**config.mk**
```make
export PLATFORM = sky130hd
export DESIGN_NAME = bin2bcd_seq
export DESIGN_NICKNAME = d
export VERILOG_FILES = /design/src/rtl/bin2bcd_seq.sv
export SDC_FILE = /design/constraint.sdc
export NUM_CORES = 1
export LEC_CHECK = 0
export ABC_AREA = 0
export CAP_MARGIN = 10
export CORE_MARGIN = 3
export CORE_UTILIZATION = 55
export CTS_CLUSTER_DIAMETER = 60
export DETAILED_ROUTE_END_ITERATION = 8
export PLACE_DENSITY = 0.77
export SKIP_LAST_GASP = 1
export SYNTH_ARGS = -nofsm -noshare
export SYNTH_HDL_FRONTEND = slang
export SYNTH_SLANG_ARGS = --single-unit
```
**constraint.sdc**
```tcl
create_clock -name clk -period 4.2 [get_ports clk]
set_clock_uncertainty 0.15 [all_clocks]
set_input_delay 0.84 -clock clk [delete_from_list [all_inputs] [get_ports clk]]
set_output_delay 0.84 -clock clk [all_outputs]
set_load 0.005 [all_outputs]
```
**src/rtl/bin2bcd_seq.sv**
```systemverilog
`default_nettype none
// ============================================================================
// Module   : bin2bcd_seq
// Brief    : Iterative double-dabble binary-to-BCD converter, one bit per clock,
//            with start/busy/done handshake, overflow flag and optional
//            leading-zero blanking (enabled by defining BIN2BCD_BLANK_EN).
// Revision : 1.0 - initial release
// ============================================================================
module bin2bcd_seq #(
    parameter int BIN_W  = 8,
    parameter int DIGITS = 3
) (
    input  logic                  clk,
    input  logic                  rst_n,
    input  logic                  start,
    input  logic [BIN_W-1:0]      bin_in,
    output logic                  busy,
    output logic                  done,
    output logic [4*DIGITS-1:0]   bcd_out,
    output logic                  overflow,
    output logic [DIGITS-1:0]     blank
);

    localparam int c_bcd_w = 4 * DIGITS;
    localparam int c_cnt_w = $clog2(BIN_W + 1);

    typedef enum logic [0:0] {
        IDLE  = 1'b0,
        SHIFT = 1'b1
    } state_t;

    state_t               r_state;
    logic [BIN_W-1:0]     r_shift_bin;
    logic [c_bcd_w-1:0]   r_bcd;
    logic [c_bcd_w-1:0]   r_bcd_out;
    logic [c_cnt_w-1:0]   r_cnt;
    logic                 r_ovf_sticky;
    logic                 r_overflow;
    logic                 r_busy;
    logic                 r_done;

    logic [c_bcd_w-1:0]   w_adj;
    logic [c_bcd_w-1:0]   w_bcd_next;
    logic                 w_ovf_next;

    // Add-3 correction per digit; the 4-bit sum deliberately drops its carry.
    for (genvar d = 0; d < DIGITS; d++) begin : g_adj
        assign w_adj[4*d +: 4] = (r_bcd[4*d +: 4] >= 4'd5) ? (r_bcd[4*d +: 4] + 4'd3)
                                                             : r_bcd[4*d +: 4];
    end

    assign w_bcd_next = {w_adj[c_bcd_w-2:0], r_shift_bin[BIN_W-1]};
    assign w_ovf_next = r_ovf_sticky | w_adj[c_bcd_w-1];

`ifdef BIN2BCD_BLANK_EN
    logic [DIGITS-1:0] r_blank;
    logic [DIGITS-1:0] w_zero_above;
    logic [DIGITS-1:0] w_blank_next;

    // w_zero_above[d]: digit d and every more significant digit are zero.
    for (genvar d = 0; d < DIGITS; d++) begin : g_zero
        if (d == DIGITS - 1) begin : g_top
            assign w_zero_above[d] = (w_bcd_next[4*d +: 4] == 4'd0);
        end else begin : g_mid
            assign w_zero_above[d] = (w_bcd_next[4*d +: 4] == 4'd0) & w_zero_above[d+1];
        end
    end

    // Units digit is never blanked so zero still shows a single "0".
    assign w_blank_next = w_ovf_next ? '0 : (w_zero_above & ~DIGITS'(1));

    always_ff @(posedge clk or negedge rst_n) begin
        if (!rst_n) begin
            r_blank <= ~DIGITS'(1);
        end else if (r_state == SHIFT && r_cnt == c_cnt_w'(1)) begin
            r_blank <= w_blank_next;
        end
    end

    assign blank = r_blank;
`else
    assign blank = '0;
`endif

    always_ff @(posedge clk or negedge rst_n) begin
        if (!rst_n) begin
            r_state      <= IDLE;
            r_shift_bin  <= '0;
            r_bcd        <= '0;
            r_bcd_out    <= '0;
            r_cnt        <= '0;
            r_ovf_sticky <= 1'b0;
            r_overflow   <= 1'b0;
            r_busy       <= 1'b0;
            r_done       <= 1'b0;
        end else begin
            r_done <= 1'b0;
            case (r_state)
                IDLE: begin
                    if (start) begin
                        r_shift_bin  <= bin_in;
                        r_bcd        <= '0;
                        r_ovf_sticky <= 1'b0;
                        r_cnt        <= c_cnt_w'(BIN_W);
                        r_busy       <= 1'b1;
                        r_state      <= SHIFT;
                    end
                end
                SHIFT: begin
                    r_bcd        <= w_bcd_next;
                    r_shift_bin  <= r_shift_bin << 1;
                    r_ovf_sticky <= w_ovf_next;
                    r_cnt        <= r_cnt - c_cnt_w'(1);
                    if (r_cnt == c_cnt_w'(1)) begin
                        r_bcd_out  <= w_bcd_next;
                        r_overflow <= w_ovf_next;
                        r_done     <= 1'b1;
                        r_busy     <= 1'b0;
                        r_state    <= IDLE;
                    end
                end
                default: r_state <= IDLE;
            endcase
        end
    end

    assign busy     = r_busy;
    assign done     = r_done;
    assign bcd_out  = r_bcd_out;
    assign overflow = r_overflow;

endmodule
`default_nettype wire

```
==> summary.txt <==
Worst setup path
  • Critical Path Start Type: flop
  • Levels on crit path: 1
  • Crit path max-delay family: buffers and inverters
  • Crit path max fanout: 2
  • Worst path cell trace: clkdlybuf4s50_1
  • Critical path class: flop to output pin
  • WP buf/inv: 1
  • CP Capture Type: output pin
  • CP max-delay cell: clkdlybuf4s50_1
  • R2R depth: 4
  • CP max stage delay: 0.52 ns
  • Crit path DAT: about 1.2 ns
  • Worst path required time: approximately 3.2 ns

Logic synthesis
  • Post-Syn Area: about 2000 um^2
  • Synth Warn #: 0
  • Synth unique cells: 28
  • Top cells by area, synth: dfrtp_1 51%, mux2i_1 7.9%, ha_1 4.9%, o21ai_0 4.5%, mux2_4 4.5%
  • Cell count after synthesis: 184
  • Main synth FF type: dfrtp_1
  • Syn Area/Cell: around 11 um^2
  • Synth top area share: 50.7%
  • Seq/Total Area, Yosys: 50.7%
  • Synth area leader: dfrtp_1
  • EDFF count, synth: 0
  • Ys async rst share: 100%
  • Yosys reg bits: 41

Floorplan
  • Core box area: roughly 3400 um^2
  • Cell row count: 21
  • Initial core utilization: 58.8%
  • Die height: 66.7 um
  • I/O pins: 29
  • Die area: approximately 4400 um^2
  • Die X: 66.7 um

Finish
  • Layout area overhead: 17.1%
  • Final core utilization: ~69%
  • Layout cells sized above 1: 11.0%
  • Diode count: 0
  • Design area: between 2000 and 2500 um^2
  • Final Net Count: approximately 230

Worst hold path
  • Worst Hold Depth: 2
  • Worst Hold Class: flop to flop

Drt
  • Iter 0 DRT Violations: 88
  • Residual DRC: 0
  • Vias/cell: around 5.3
  • Final ANT Viol Nets: 0
  • Routed WL: 3650 um
  • WL/cell: 14.3 um
  • Routed via count: between 1k and 1.5k
  • 1st-pass router iterations: 4

GRT
  • Grt total ovfl: 0
  • Largest net degree at the start of global routing: 46
  • Global-route wire length before repair: between 6000 and 7000 um
  • Total global-route track usage: 19.4%
  • Vias in the first global route: around 1.4k
  • Initial antenna violation count: 0

Place
  • Dpl cell area: ~2300 um^2
  • Final HPWL DP: around 2600 um
  • GPL Wtd Cong: just under 0.8
  • PortBufs: 25
  • Worst slack, placed: approximately 1.8 ns

Timing
  • Final Hold Viols: 0
  • RSZ-0062 raised after global routing: no
  • Final setup vio count: 0
  • Relative slew slack: between 40% and 50%
  • Worst Slack Setup Final: ~2.0 ns
  • Worst slew pin tran: slightly below 0.9 ns
  • Post-Route Setup TNS: 0 ns
  • Fmax: roughly 460 MHz
  • Min cycle time layout: 2.16 ns
  • Max-slew violation count: 0
  • Tcrit/Tclk final: about 51%

Clock network
  • Worst-Skew Late Latency: between 0.2 and 0.3 ns
  • # Post-CTS Setup Buffers: 0
  • CTS resizes: 0
  • Clock-pin transition on the worst setup and hold timing paths: around 0.07 ns
  • CTS Sinks: just over 40
  • CTS Root Cell: clkbuf_8
  • Clk buf depth: 2
  • CTS tree: built
  • CTS Buf Count: 5
  • H-tree levels: 2
  • # hold bufs at CTS: 0

Power and ir drop
  • Final Power: approximately 1.8 mW
  • Logic gate share of total power: 46.5%
  • Clock Power Share: ~14%
  • P_leak: between 1 and 1.5 nW
  • P_int: about 1.1 mW
  • Switching Share: 35.6%
  • P_sw: 635 uW
  • Peak supply drop: around 430 uV
  • P per Cell Area: between 700 and 800 nW/um^2
  • Seq pwr share: roughly two fifths

Job
  • MaxCap Viol Count: 0

Status
  • Status: complete, no violations
-- kinds of logic (layout without fill, tap and decap cells) --
logic type                 Yosys count  after routing  share of synthesized area [%]
xor gates and xnor gates             5              5                           2.16
DFF                                 41             41                           50.7
AOI/OAI and AO/OA                   38             38                           11.4
other                                1              3                          0.185
and+or+nand+nor                     47             47                           12.5
adders and majority gates            8              8                           4.95
buffers and inverters               21             44                           5.20
muxes                               23             23                           12.9
-- layer usage --
metal  part of all wire [%]  track usage [%]  wire length, um
met4                    1.8             7.11               65
met2                     52             33.7             1910
met3                    3.8             4.55              138
met1                     42             23.3             1540
met5                      0                0                0
-- cells in the final DEF, fill, tap and decap left out, drive strengths merged --
cell | synthesis | routed
inv | 10 | 10
dfrtp | 41 | 41
nand2b | 5 | 5
o21ai | 18 | 18
clkbuf | 2 | 7
buf | 9 | 3
a21oi | 10 | 10
xor2 | 1 | 1
o31ai | 2 | 2
a22o | 1 | 1
a21o | 7 | 7
ha | 8 | 8
mux2i | 16 | 16
nor3 | 6 | 6
mux2 | 7 | 7
nand4bb | 1 | 1
or2b | 1 | 1
conb | 1 | 3
xnor2 | 4 | 4
nand2 | 23 | 23
clkdlybuf4s50 | 0 | 24
and2 | 1 | 1
nor3b | 7 | 7
nor2 | 3 | 3
-- Yosys cell counts, types with 2 or more instances --
cell and count:
buf_2 4, nor3b_1 7, buf_4 5, nand2_1 23, inv_1 9, o21ai_0 18
dfrtp_1 41, a21o_1 5, mux2_4 6, a21oi_2 3, nor2_1 3, nand2b_1 5
a21oi_1 7, a21o_2 2, o31ai_1 2, nor3_1 6, ha_1 8, xnor2_1 4
mux2i_1 16, clkbuf_1 2
-- power by group through the flow --
stage / logic (mW) / clock network (mW) / registers [mW]
6_report: 0.830 / 0.254 / 0.700
2_1_floorplan: 0.592 / 0 / 0.683
3_5_place_dp: 0.835 / 0 / 0.708
5_1_grt: 0.936 / 0.276 / 0.724
4_1_cts: 0.841 / 0.259 / 0.701
3_3_place_gp: 0.797 / 0 / 0.694
-- path summary, 6_finish.rpt --
check / start / end / slack (ns)
max in group asynchronous: rst_n / r_bcd[2] / 2.82
min in group asynchronous: rst_n / r_bcd[10] / 0.52
setup reg to reg: r_state / overflow / 2.30
hold / removal: bcd_out[8] / bcd_out[8] / 0.33
hold reg to reg: bcd_out[8] / bcd_out[8] / 0.33
setup / recovery: bcd_out[4] / bcd_out[4] / 2.04
-- through the flow --
| stage | cells | hold WS, ns |
|---|---|---|
| after floorplan | 186 | 0.299 |
| after global placement | 248 | 0.313 |
| after detailed placement | 248 | 0.320 |
| after CTS | 255 | 0.336 |
| after global routing | 255 | 0.373 |
| final | 255 | 0.329 |
-- registers in the layout (all words and copies together), names as in the netlist --
signal        cells
overflow          1
r_state           1
r_ovf_sticky      1
r_cnt             4
r_bcd            12
bcd_out          12
done              1
r_shift_bin       8
busy              1
-- cell type report --
cell class                      instances  area (um^2)
Inverter                               10         40.0
Clock buffer                            7         86.3
Fill cell                             251         1070
Timing Repair Buffer                   27          260
Tap cell                               46         57.6
Sequential cell                        41         1030
Multi-Input combinational cell        124          900
Note: power is estimated with default switching activity, not from simulation.
